===== src/rtl/exc_pkg.sv =====
// Shared types and constants for the exception controller: FSM state encoding,
// EStatus cause codes and the default handler entry address.
package exc_pkg;

   typedef enum logic [2:0] {
      NORMAL,
      TAKE,
      HANDLER,
      RETURN,
      FAULT
   } state_t;

   localparam logic [3:0] ESTAT_NONE  = 4'b0000;
   localparam logic [3:0] ESTAT_IRQ   = 4'b0001;
   localparam logic [3:0] ESTAT_INVOP = 4'b0010;

   localparam logic [63:0] EXC_VECTOR_DEFAULT = 64'h0000_0000_0000_00D8;

endpackage


===== src/rtl/irq_sync.sv =====
// External interrupt front end: synchroniser, rising-edge detector and
// pending latch with set-over-clear priority.
module irq_sync #(
   parameter int unsigned SYNC_STAGES = 2
) (
   input  logic clk,
   input  logic reset,
   input  logic irq_in,
   input  logic ack,
   output logic irq_pending
);

   logic [SYNC_STAGES-1:0] sync_chain;
   logic                   sync_q;
   logic                   sync_qq;
   logic                   rise;
   logic                   pending_d;

   // Detector compares two flops behind the synchroniser, giving the
   // SYNC_STAGES+2 edge latency from irq_in to irq_pending.
   assign rise = sync_q & ~sync_qq;

   always_comb begin
      pending_d = irq_pending;
      if (ack) begin
         pending_d = 1'b0;
      end
      if (rise) begin
         pending_d = 1'b1;
      end
   end

   always_ff @(posedge clk or negedge reset) begin
      if (!reset) begin
         sync_chain  <= '0;
         sync_q      <= 1'b0;
         sync_qq     <= 1'b0;
         irq_pending <= 1'b0;
      end else begin
         sync_chain  <= {sync_chain[SYNC_STAGES-2:0], irq_in};
         sync_q      <= sync_chain[SYNC_STAGES-1];
         sync_qq     <= sync_q;
         irq_pending <= pending_d;
      end
   end

endmodule


===== src/rtl/exc_ctrl.sv =====
// Exception controller: turns decoder Exc/ERet into PC redirects and flushes,
// holds ELR/ESR, and gates the external interrupt while a handler runs.
module exc_ctrl
   import exc_pkg::*;
#(
   parameter int unsigned   DW          = 64,
   parameter logic [DW-1:0] EXC_VECTOR  = DW'(EXC_VECTOR_DEFAULT),
   parameter int unsigned   SYNC_STAGES = 2
) (
   input  logic          clk,
   input  logic          reset,
   input  logic          irq_in,
   output logic          ExtIRQ,
   output logic          ExtIAck,
   input  logic          Exc,
   input  logic [3:0]    EStatus,
   input  logic          ERet,
   input  logic [DW-1:0] PC_E,
   input  logic          sysreg_sel,
   output logic [DW-1:0] sysreg_rdata,
   output logic          redirect,
   output logic [DW-1:0] redirect_pc,
   output logic          flush,
   output logic          in_handler,
   output logic          halted
);

   state_t          state_q, state_d;
   logic [DW-1:0]   elr_q;
   logic [DW-1:0]   esr_q;
   logic            save_exc;
   logic            irq_pending;

   // Ack only from NORMAL, so an IRQ cause seen inside a handler never clears pending.
   assign ExtIAck = (state_q == NORMAL) & Exc & (EStatus == ESTAT_IRQ);

   irq_sync #(
      .SYNC_STAGES(SYNC_STAGES)
   ) u_irq_sync (
      .clk        (clk),
      .reset      (reset),
      .irq_in     (irq_in),
      .ack        (ExtIAck),
      .irq_pending(irq_pending)
   );

   always_comb begin
      state_d  = state_q;
      save_exc = 1'b0;
      unique case (state_q)
         NORMAL: begin
            if (Exc) begin
               state_d  = TAKE;
               save_exc = 1'b1;
            end
         end
         TAKE:    state_d = HANDLER;
         HANDLER: begin
            if (Exc && (EStatus == ESTAT_INVOP)) begin
               state_d = FAULT;
            end else if (ERet) begin
               state_d = RETURN;
            end
         end
         RETURN:  state_d = NORMAL;
         FAULT:   state_d = FAULT;
         default: state_d = NORMAL;
      endcase
   end

   always_ff @(posedge clk or negedge reset) begin
      if (!reset) begin
         state_q <= NORMAL;
         elr_q   <= '0;
         esr_q   <= '0;
      end else begin
         state_q <= state_d;
         if (save_exc) begin
            elr_q <= PC_E;
            esr_q <= {{(DW-4){1'b0}}, EStatus};
         end
      end
   end

   always_comb begin
      redirect    = 1'b0;
      redirect_pc = '0;
      in_handler  = 1'b0;
      halted      = 1'b0;
      unique case (state_q)
         TAKE: begin
            redirect    = 1'b1;
            redirect_pc = EXC_VECTOR;
         end
         HANDLER: in_handler = 1'b1;
         RETURN: begin
            redirect    = 1'b1;
            redirect_pc = elr_q;
         end
         FAULT: begin
            redirect    = 1'b1;
            redirect_pc = EXC_VECTOR;
            halted      = 1'b1;
         end
         default: ;
      endcase
   end

   assign flush        = redirect;
   assign ExtIRQ       = irq_pending & (state_q == NORMAL);
   assign sysreg_rdata = sysreg_sel ? esr_q : elr_q;

endmodule

===== config.mk =====
export PLATFORM = sky130hd
export DESIGN_NAME = exc_ctrl
export DESIGN_NICKNAME = d
export VERILOG_FILES = /design/src/rtl/exc_pkg.sv /design/src/rtl/irq_sync.sv /design/src/rtl/exc_ctrl.sv
export SDC_FILE = /design/constraint.sdc
export NUM_CORES = 1
export LEC_CHECK = 0
export BUFFER_PORTS_ARGS = -buffer_cell sky130_fd_sc_hd__buf_2
export CELL_PAD_IN_SITES_DETAIL_PLACEMENT = 1
export CELL_PAD_IN_SITES_GLOBAL_PLACEMENT = 1
export CORE_AREA = 2 2 133 122
export CTS_BUF_LIST = sky130_fd_sc_hd__clkbuf_4 sky130_fd_sc_hd__clkbuf_8 sky130_fd_sc_hd__clkbuf_16
export CTS_CLUSTER_DIAMETER = 150
export CTS_CLUSTER_SIZE = 12
export DETAILED_ROUTE_END_ITERATION = 7
export DIE_AREA = 0 0 135 124
export GPL_ROUTABILITY_DRIVEN = 0
export HOLD_SLACK_MARGIN = 0.03
export MAX_ROUTING_LAYER = met4
export PLACE_DENSITY_LB_ADDON = 0.1
export SYNTH_ARGS = -nofsm -noshare
export SYNTH_HDL_FRONTEND = slang
export SYNTH_SLANG_ARGS = --single-unit

===== constraint.sdc =====
create_clock -name clk -period 1.55 [get_ports clk]
set_clock_uncertainty 0.15 [all_clocks]
set_input_delay 0.0775 -clock clk [delete_from_list [all_inputs] [get_ports clk]]
set_output_delay 0.0775 -clock clk [all_outputs]
set_load 0.01 [all_outputs]

==> results of run 1 <==
cells in the final DEF (no fill, tap or decap):
cell type	instances
nand2_4	2
inv_4	1
buf_4	9
clkbuf_8	4
nand4b_1	1
dlygate4sd3_1	72
clkbuf_4	1
buf_12	10
nor2b_1	60
nor2_4	3
nand2b_4	1
o21ai_0	1
o21ai_2	4
and4b_1	1
buf_6	69
clkbuf_16	13
nor2_2	1
mux2_4	50
a31o_2	1
buf_8	6
clkinv_2	1
a41o_1	1
inv_1	4
nand2_1	1
and2_1	5
and2_4	55
buf_2	148
nor2_1	5
buf_16	6
dfrtp_1	76
nor4b_4	1
mux2_2	22
and3_4	1
o22ai_1	1
cell families after synthesis:
family / after synthesis / synth area share
AOI/OAI and AO/OA: 8 / 0.0134
muxes: 72 / 0.216
and+or+nand+nor: 137 / 0.227
buffers and inverters: 27 / 0.0354
DFF: 76 / 0.508
metrics by stage:
stage	power (µW)	area, µm²
after floorplan	6320	3750
after global placement	8110	5130
after detailed placement	8220	5130
after CTS	12000	6760
after global routing	14000	7430
final	13200	7430
worst paths after layout:
path	start	endpoint	slack, ns	depth (start not counted)
max in group asynchronous	reset	elr_q[45]	0.76	3
min in group clk	u_irq_sync.sync_chain[0]	u_irq_sync.sync_chain[1]	0.20	0
worst max-delay path	state_q[2]	redirect_pc[41]	-0.40	7
worst min-delay path	reset	elr_q[19]	0.14	3
worst min register to register	u_irq_sync.sync_chain[0]	u_irq_sync.sync_chain[1]	0.20	0
worst max register to register	state_q[1]	elr_q[20]	-0.38	6
area by class of cell:
class,instances,area [µm²]
clock buffers,14,288
repair buffers,324,2860
inverters,5,21.3
clock inverters,1,5.00
flip-flops and latches,76,1900
multi-input cells,217,2100
fillers,1618,7850
well taps,202,253
metal layers:
layer  routed length (µm)  track usage
met5                    0            -
met3                  722       0.0354
met2                 7170        0.267
met4                  169       0.0475
met1                 6000        0.189
power by group through the flow:
stage / Combinational (µW) / Clock [µW] / Sequential, µW
2_1_floorplan: 2960 / 0 / 3360
3_3_place_gp: 4490 / 0 / 3620
3_5_place_dp: 4570 / 0 / 3650
4_1_cts: 6200 / 2100 / 3660
5_1_grt: 7890 / 2180 / 3890
6_report: 7410 / 2030 / 3740
critical path, stage by stage (launching register included):
cell and delay (ns):
dfrtp_1 0.41, buf_6 0.13, nand2b_4 0.14, nor2_4 0.12, buf_12 0.16, clkbuf_16 0.17, and2_4 0.14, buf_6 0.09
flip-flops by register name (all words and copies together) (netlist names):
| name | cells |
|---|---|
| elr_q | 64 |
| state_q | 3 |
| u_irq_sync.sync_qq | 1 |
| esr_q | 4 |
| u_irq_sync.sync_q | 1 |
| u_irq_sync.sync_chain | 2 |
| u_irq_sync.irq_pending | 1 |
repair_timing:
item                                    CTS  global route
cloned                                    8             5
pin swaps                                 3            31
hold buffers                             72             0
setup buffers                            14             9
endpoints found under the hold margin   147             0
endpoints found under the setup margin  139           140
gates resized for setup                  75           152
==> flow_metrics.py, run 1 <==
metrics = {
    "status": {
        "status": "complete, but fails checks",
        "violations": "negative setup slack",
    },
    "die": {
        "core_area_um2": 15300,
        "fp-row-count": 43,
        "start_util": 0.245,
        "fp.dieW_um": 135,
        "die-area_um2": 16700,
        "ios": 208,
        "die_h_um": 124,
    },
    "pwr": {
        "p_seq_frac": 0.284,
        "switching_share": 0.324,
        "pwr-share-clk": 0.154,
        "power_density_nw_per_um2": 1770,
        "p_int_uw": 8900,
        "p_leak_uw": 0.00367,
        "ir_drop_mv": 0.622,
        "p_comb_frac": 0.562,
        "netSwitchingPower_uw": 4270,
    },
    "final_layout": {
        "synthToLayoutAreaGrowth_pct": 98.5,
        "drive_gt1_frac": 0.642,
        "diodes": 0,
        "final_nets": 707,
        "layoutNonFillerInstCount": 839,
        "post-route-util": 0.487,
    },
    "yosys": {
        "synth_nets": 394,
        "synth_top_area_share": 0.508,
        "synth_most_common_cell": "dfrtp_1",
        "yosys_warnings": 0,
        "synth_seq_cells": 76,
        "synth_area_leaders": "dfrtp_1, mux2_2, and2_1, nor2b_1, buf_4",
        "synth_common_cells": "dfrtp_1, mux2_2, and2_1, nor2b_1, clkbuf_1",
        "synthCells": 320,
        "yosys.area.top_type": "dfrtp_1",
        "synth_cell_types": 19,
        "syn_area_um2": 3750,
        "syn_avg_cell_area_um2": 11.7,
        "async_reset_ff_frac": 1.00,
        "synth_edf_count": 0,
        "yosysSeqAreaShare": 0.508,
        "dominantRegCellSynth": "dfrtp_1",
    },
    "drt": {
        "drc": 0,
        "drt_wl_total_mm": 14.1,
        "vias": 3559,
        "final_antenna_net_count": 0,
        "first_iter_violations": 78,
        "vias_per_cell": 4.24,
        "post_drt_wl_per_cell_um": 16.8,
        "first_pass_iters": 4,
    },
    "sta": {
        "rsz0062_at_grt": "yes",
        "timing.hold.ws_ns": 0.144,
        "tns_ns": -42.08,
        "max_freq_ghz": 0.514,
        "tightest_slew_ns": 0.424,
        "slew_violations": 0,
        "fin_crit_sh": 1.26,
        "hold_viol_final": 0,
        "period_minus_slack_ns": 1.95,
        "setup_viol_count_final": 138,
        "max_slew_margin": 0.717,
        "finalWorstSetupSlack_ns": -0.397,
    },
    "global_route": {
        "grt.total_usage": 0.157,
        "grt_pass1_vias": 3741,
        "antenna_found_initial": 0,
        "grt_max_degree": 77,
        "grt.overflow.total": 0,
        "grt_pass1_wl_mm": 19.7,
    },
    "worst_hold_path": {
        "hp-class": "in -> async",
    },
    "place": {
        "place_hpwl_mm": 8.12,
        "dp.cells": 724,
        "numPortBuffers": 207,
        "place_ws_ns": -0.159,
    },
    "clock_network": {
        "insertion_delay_ns": 0.34,
        "cts.clk_slew.worst_paths_ns": 0.06,
        "cts-buffers-inserted": 9,
        "cts-root-buf": "clkbuf_16",
        "cts_buffer_depth": 2,
        "cts_sinks": 76,
        "clock_tree.htree_level_count": 3,
        "cts_tree": "done",
    },
    "setup_path": {
        "crit_type": "reg -> out",
        "required_ns": 1.32,
        "endpoint_kind": "output port",
        "startpoint_type": "register",
        "arrival_ns": 1.72,
        "cp_max_fo": 8,
    },
    "flow_run": {
        "cap_violations": 0,
    },
}
Note: power is estimated with default switching activity, not from simulation.
==> run 2: changes to the inputs <==
==> config.mk (replaced) <==
export PLATFORM = sky130hd
export DESIGN_NAME = exc_ctrl
export DESIGN_NICKNAME = d
export VERILOG_FILES = /design/src/rtl/exc_pkg.sv /design/src/rtl/irq_sync.sv /design/src/rtl/exc_ctrl.sv
export SDC_FILE = /design/constraint.sdc
export NUM_CORES = 1
export LEC_CHECK = 0
export BUFFER_PORTS_ARGS = -buffer_cell sky130_fd_sc_hd__buf_2
export CORE_AREA = 2 2 133 122
export CTS_BUF_LIST = sky130_fd_sc_hd__clkbuf_4 sky130_fd_sc_hd__clkbuf_8 sky130_fd_sc_hd__clkbuf_16
export CTS_CLUSTER_DIAMETER = 100
export CTS_CLUSTER_SIZE = 12
export DETAILED_ROUTE_END_ITERATION = 7
export DIE_AREA = 0 0 135 124
export GPL_ROUTABILITY_DRIVEN = 0
export HOLD_SLACK_MARGIN = 0.03
export MAX_ROUTING_LAYER = met4
export SYNTH_ARGS = -nofsm -noshare
export SYNTH_HDL_FRONTEND = slang
export SYNTH_SLANG_ARGS = --single-unit
==> run 2 against run 1 <==
Effect of this change:
- the flow still finishes with violations (negative setup slack)
- critical path depth decreased by 1
- clock power increased by 16%
- worst setup slack got worse by 0.038 ns
==> flow_metrics.py, run 2 (synthesis gave the netlist of run 1 again) <==
metrics = {
    "drt": {
        "drc": 0,
        "final_antenna_net_count": 0,
        "drt_wl_total_mm": 14.0,
        "first_pass_iters": 4,
        "post_drt_wl_per_cell_um": 16.6,
        "first_iter_violations": 88,
        "vias": 3603,
        "vias_per_cell": 4.27,
    },
    "die": {
        "start_util": 0.245,
        "die-area_um2": 16700,
        "core_area_um2": 15300,
        "fp-row-count": 43,
        "fp.dieW_um": 135,
        "die_h_um": 124,
        "ios": 208,
    },
    "worst_hold_path": {
        "whs_path_depth": 3,
        "hp-class": "in -> reg",
        "min_from": "Exc",
        "hold_end": "state_q[2]",
    },
    "setup_path": {
        "required_ns": 1.32,
        "startpoint_type": "register",
        "worstReg2RegStart": "state_q[1]",
        "cp_max_fo": 2,
        "rr_endpoint": "elr_q[57]",
        "r2r.worst_path.cells": 7,
        "crit_type": "reg -> out",
        "endpoint_kind": "output port",
        "rrSetupSlack_ns": -0.40,
        "arrival_ns": 1.76,
    },
    "clock_network": {
        "clock_tree.htree_level_count": 3,
        "cts_sinks": 76,
        "cts-buffers-inserted": 9,
        "cts-root-buf": "clkbuf_16",
        "cts_tree": "done",
        "insertion_delay_ns": 0.34,
        "cts_buffer_depth": 2,
        "cts.clk_slew.worst_paths_ns": 0.06,
    },
    "flow_run": {
        "cap_violations": 0,
    },
    "sta": {
        "max_slew_margin": 0.712,
        "hold_viol_final": 0,
        "finalWorstSetupSlack_ns": -0.436,
        "setup_viol_count_final": 138,
        "fin_crit_sh": 1.28,
        "rsz0062_at_grt": "yes",
        "period_minus_slack_ns": 1.99,
        "slew_violations": 0,
        "max_freq_ghz": 0.504,
        "tightest_slew_ns": 0.433,
    },
    "final_layout": {
        "post-route-util": 0.486,
        "layout_common_cells": "buf_2, dfrtp_1, dlygate4sd3_1",
        "final_nets": 710,
        "layoutNonFillerInstCount": 843,
        "largestRegisters": "elr_q: 64 flops, esr_q: 4 flops, state_q: 3 flops",
        "synthToLayoutAreaGrowth_pct": 98.4,
        "diodes": 0,
        "drive_gt1_frac": 0.632,
        "largest_reg_flops": 64,
        "regMostFlops": "elr_q",
        "layout_commonest_cell": "buf_2",
    },
    "pwr": {
        "power_uw": 13500,
        "power_density_nw_per_um2": 1810,
        "ir_drop_mv": 0.809,
        "p_leak_uw": 0.00372,
    },
    "global_route": {
        "grt_max_degree": 77,
        "grt.overflow.total": 0,
        "grt.total_usage": 0.139,
        "grt_pass1_wl_mm": 17.4,
        "grt_pass1_vias": 3451,
        "antenna_found_initial": 0,
    },
    "place": {
        "numPortBuffers": 207,
        "place_hpwl_mm": 7.23,
        "dp.cells": 726,
        "place_ws_ns": -0.145,
    },
    "status": {
        "status": "complete, but fails checks",
        "violations": "negative setup slack",
    },
}
[run 2: changes by cell type in the layout (fill, tap and decap cells not counted), moves of 3 or more]
| cell | delta |
|---|---|
| mux2_2 | -14 |
| mux2_4 | +14 |
| and2_1 | +9 |
| and2_4 | -9 |
| buf_2 | +8 |
| buf_4 | +4 |
| buf_16 | -3 |
| buf_6 | -3 |
| buf_8 | -3 |
[run 2: layout make-up]
class / count / area [µm²]
fillers: 1321 / 7850
repair buffers: 327 / 2790
multi-input cells: 217 / 2130
flip-flops and latches: 76 / 1900
clock buffers: 12 / 267
well taps: 202 / 253
clock inverters: 4 / 70.1
inverters: 5 / 21.3
[run 2: worst max-delay path, stage by stage (launching register included)]
cell and delay, ns:
dfrtp_1 0.40, buf_6 0.13, nor4b_4 0.28, buf_4 0.16, buf_6 0.09, and4b_1 0.21, buf_2 0.14
[run 2: report_power, final]
| group | switching, µW | internal [µW] |
|---|---|---|
| combinational | 2730 | 4640 |
| clock | 815 | 1540 |
| sequential | 794 | 2950 |
| total | 4340 | 9130 |
[run 2: worst max-delay path by stage]
stage                     from                     end  cells past startpoint
finish              state_q[1]                 ExtIAck                      6
global route        state_q[1]                 ExtIAck                      6
CTS                 state_q[2]         redirect_pc[52]                      7
detailed placement  state_q[2]               elr_q[34]                      4
global placement    state_q[2]               elr_q[42]                      4
floorplan           state_q[1]  u_irq_sync.irq_pending                      5
[run 2: per-layer routing]
layer	track usage	up-vias	wire, µm
met5	-	-	0
met4	0.0469	0	108
met3	0.0342	10	740
met2	0.235	144	7290
met1	0.164	1765	5820
li1	-	1684	-
[run 2: timing repair]
| action | in CTS | in global routing |
|---|---|---|
| pin swaps | 5 | 27 |
| hold endpoints to repair | 146 | 0 |
| hold buffers | 71 | 0 |
| setup endpoints to repair | 139 | 140 |
| gates resized for setup | 14 | 203 |
| gates cloned | 3 | 8 |
| setup buffers | 8 | 19 |
[run 2: stage by stage]
step	area [µm²]	hold WS (ns)	setup TNS (ns)
floorplan	3750	-0.368	-6.25
global placement	5140	-0.0252	-7.60
detailed placement	5140	-0.0146	-8.63
CTS	6360	0.0550	-41.67
global route	7430	0.103	-54.72
finish	7430	0.0743	-47.24
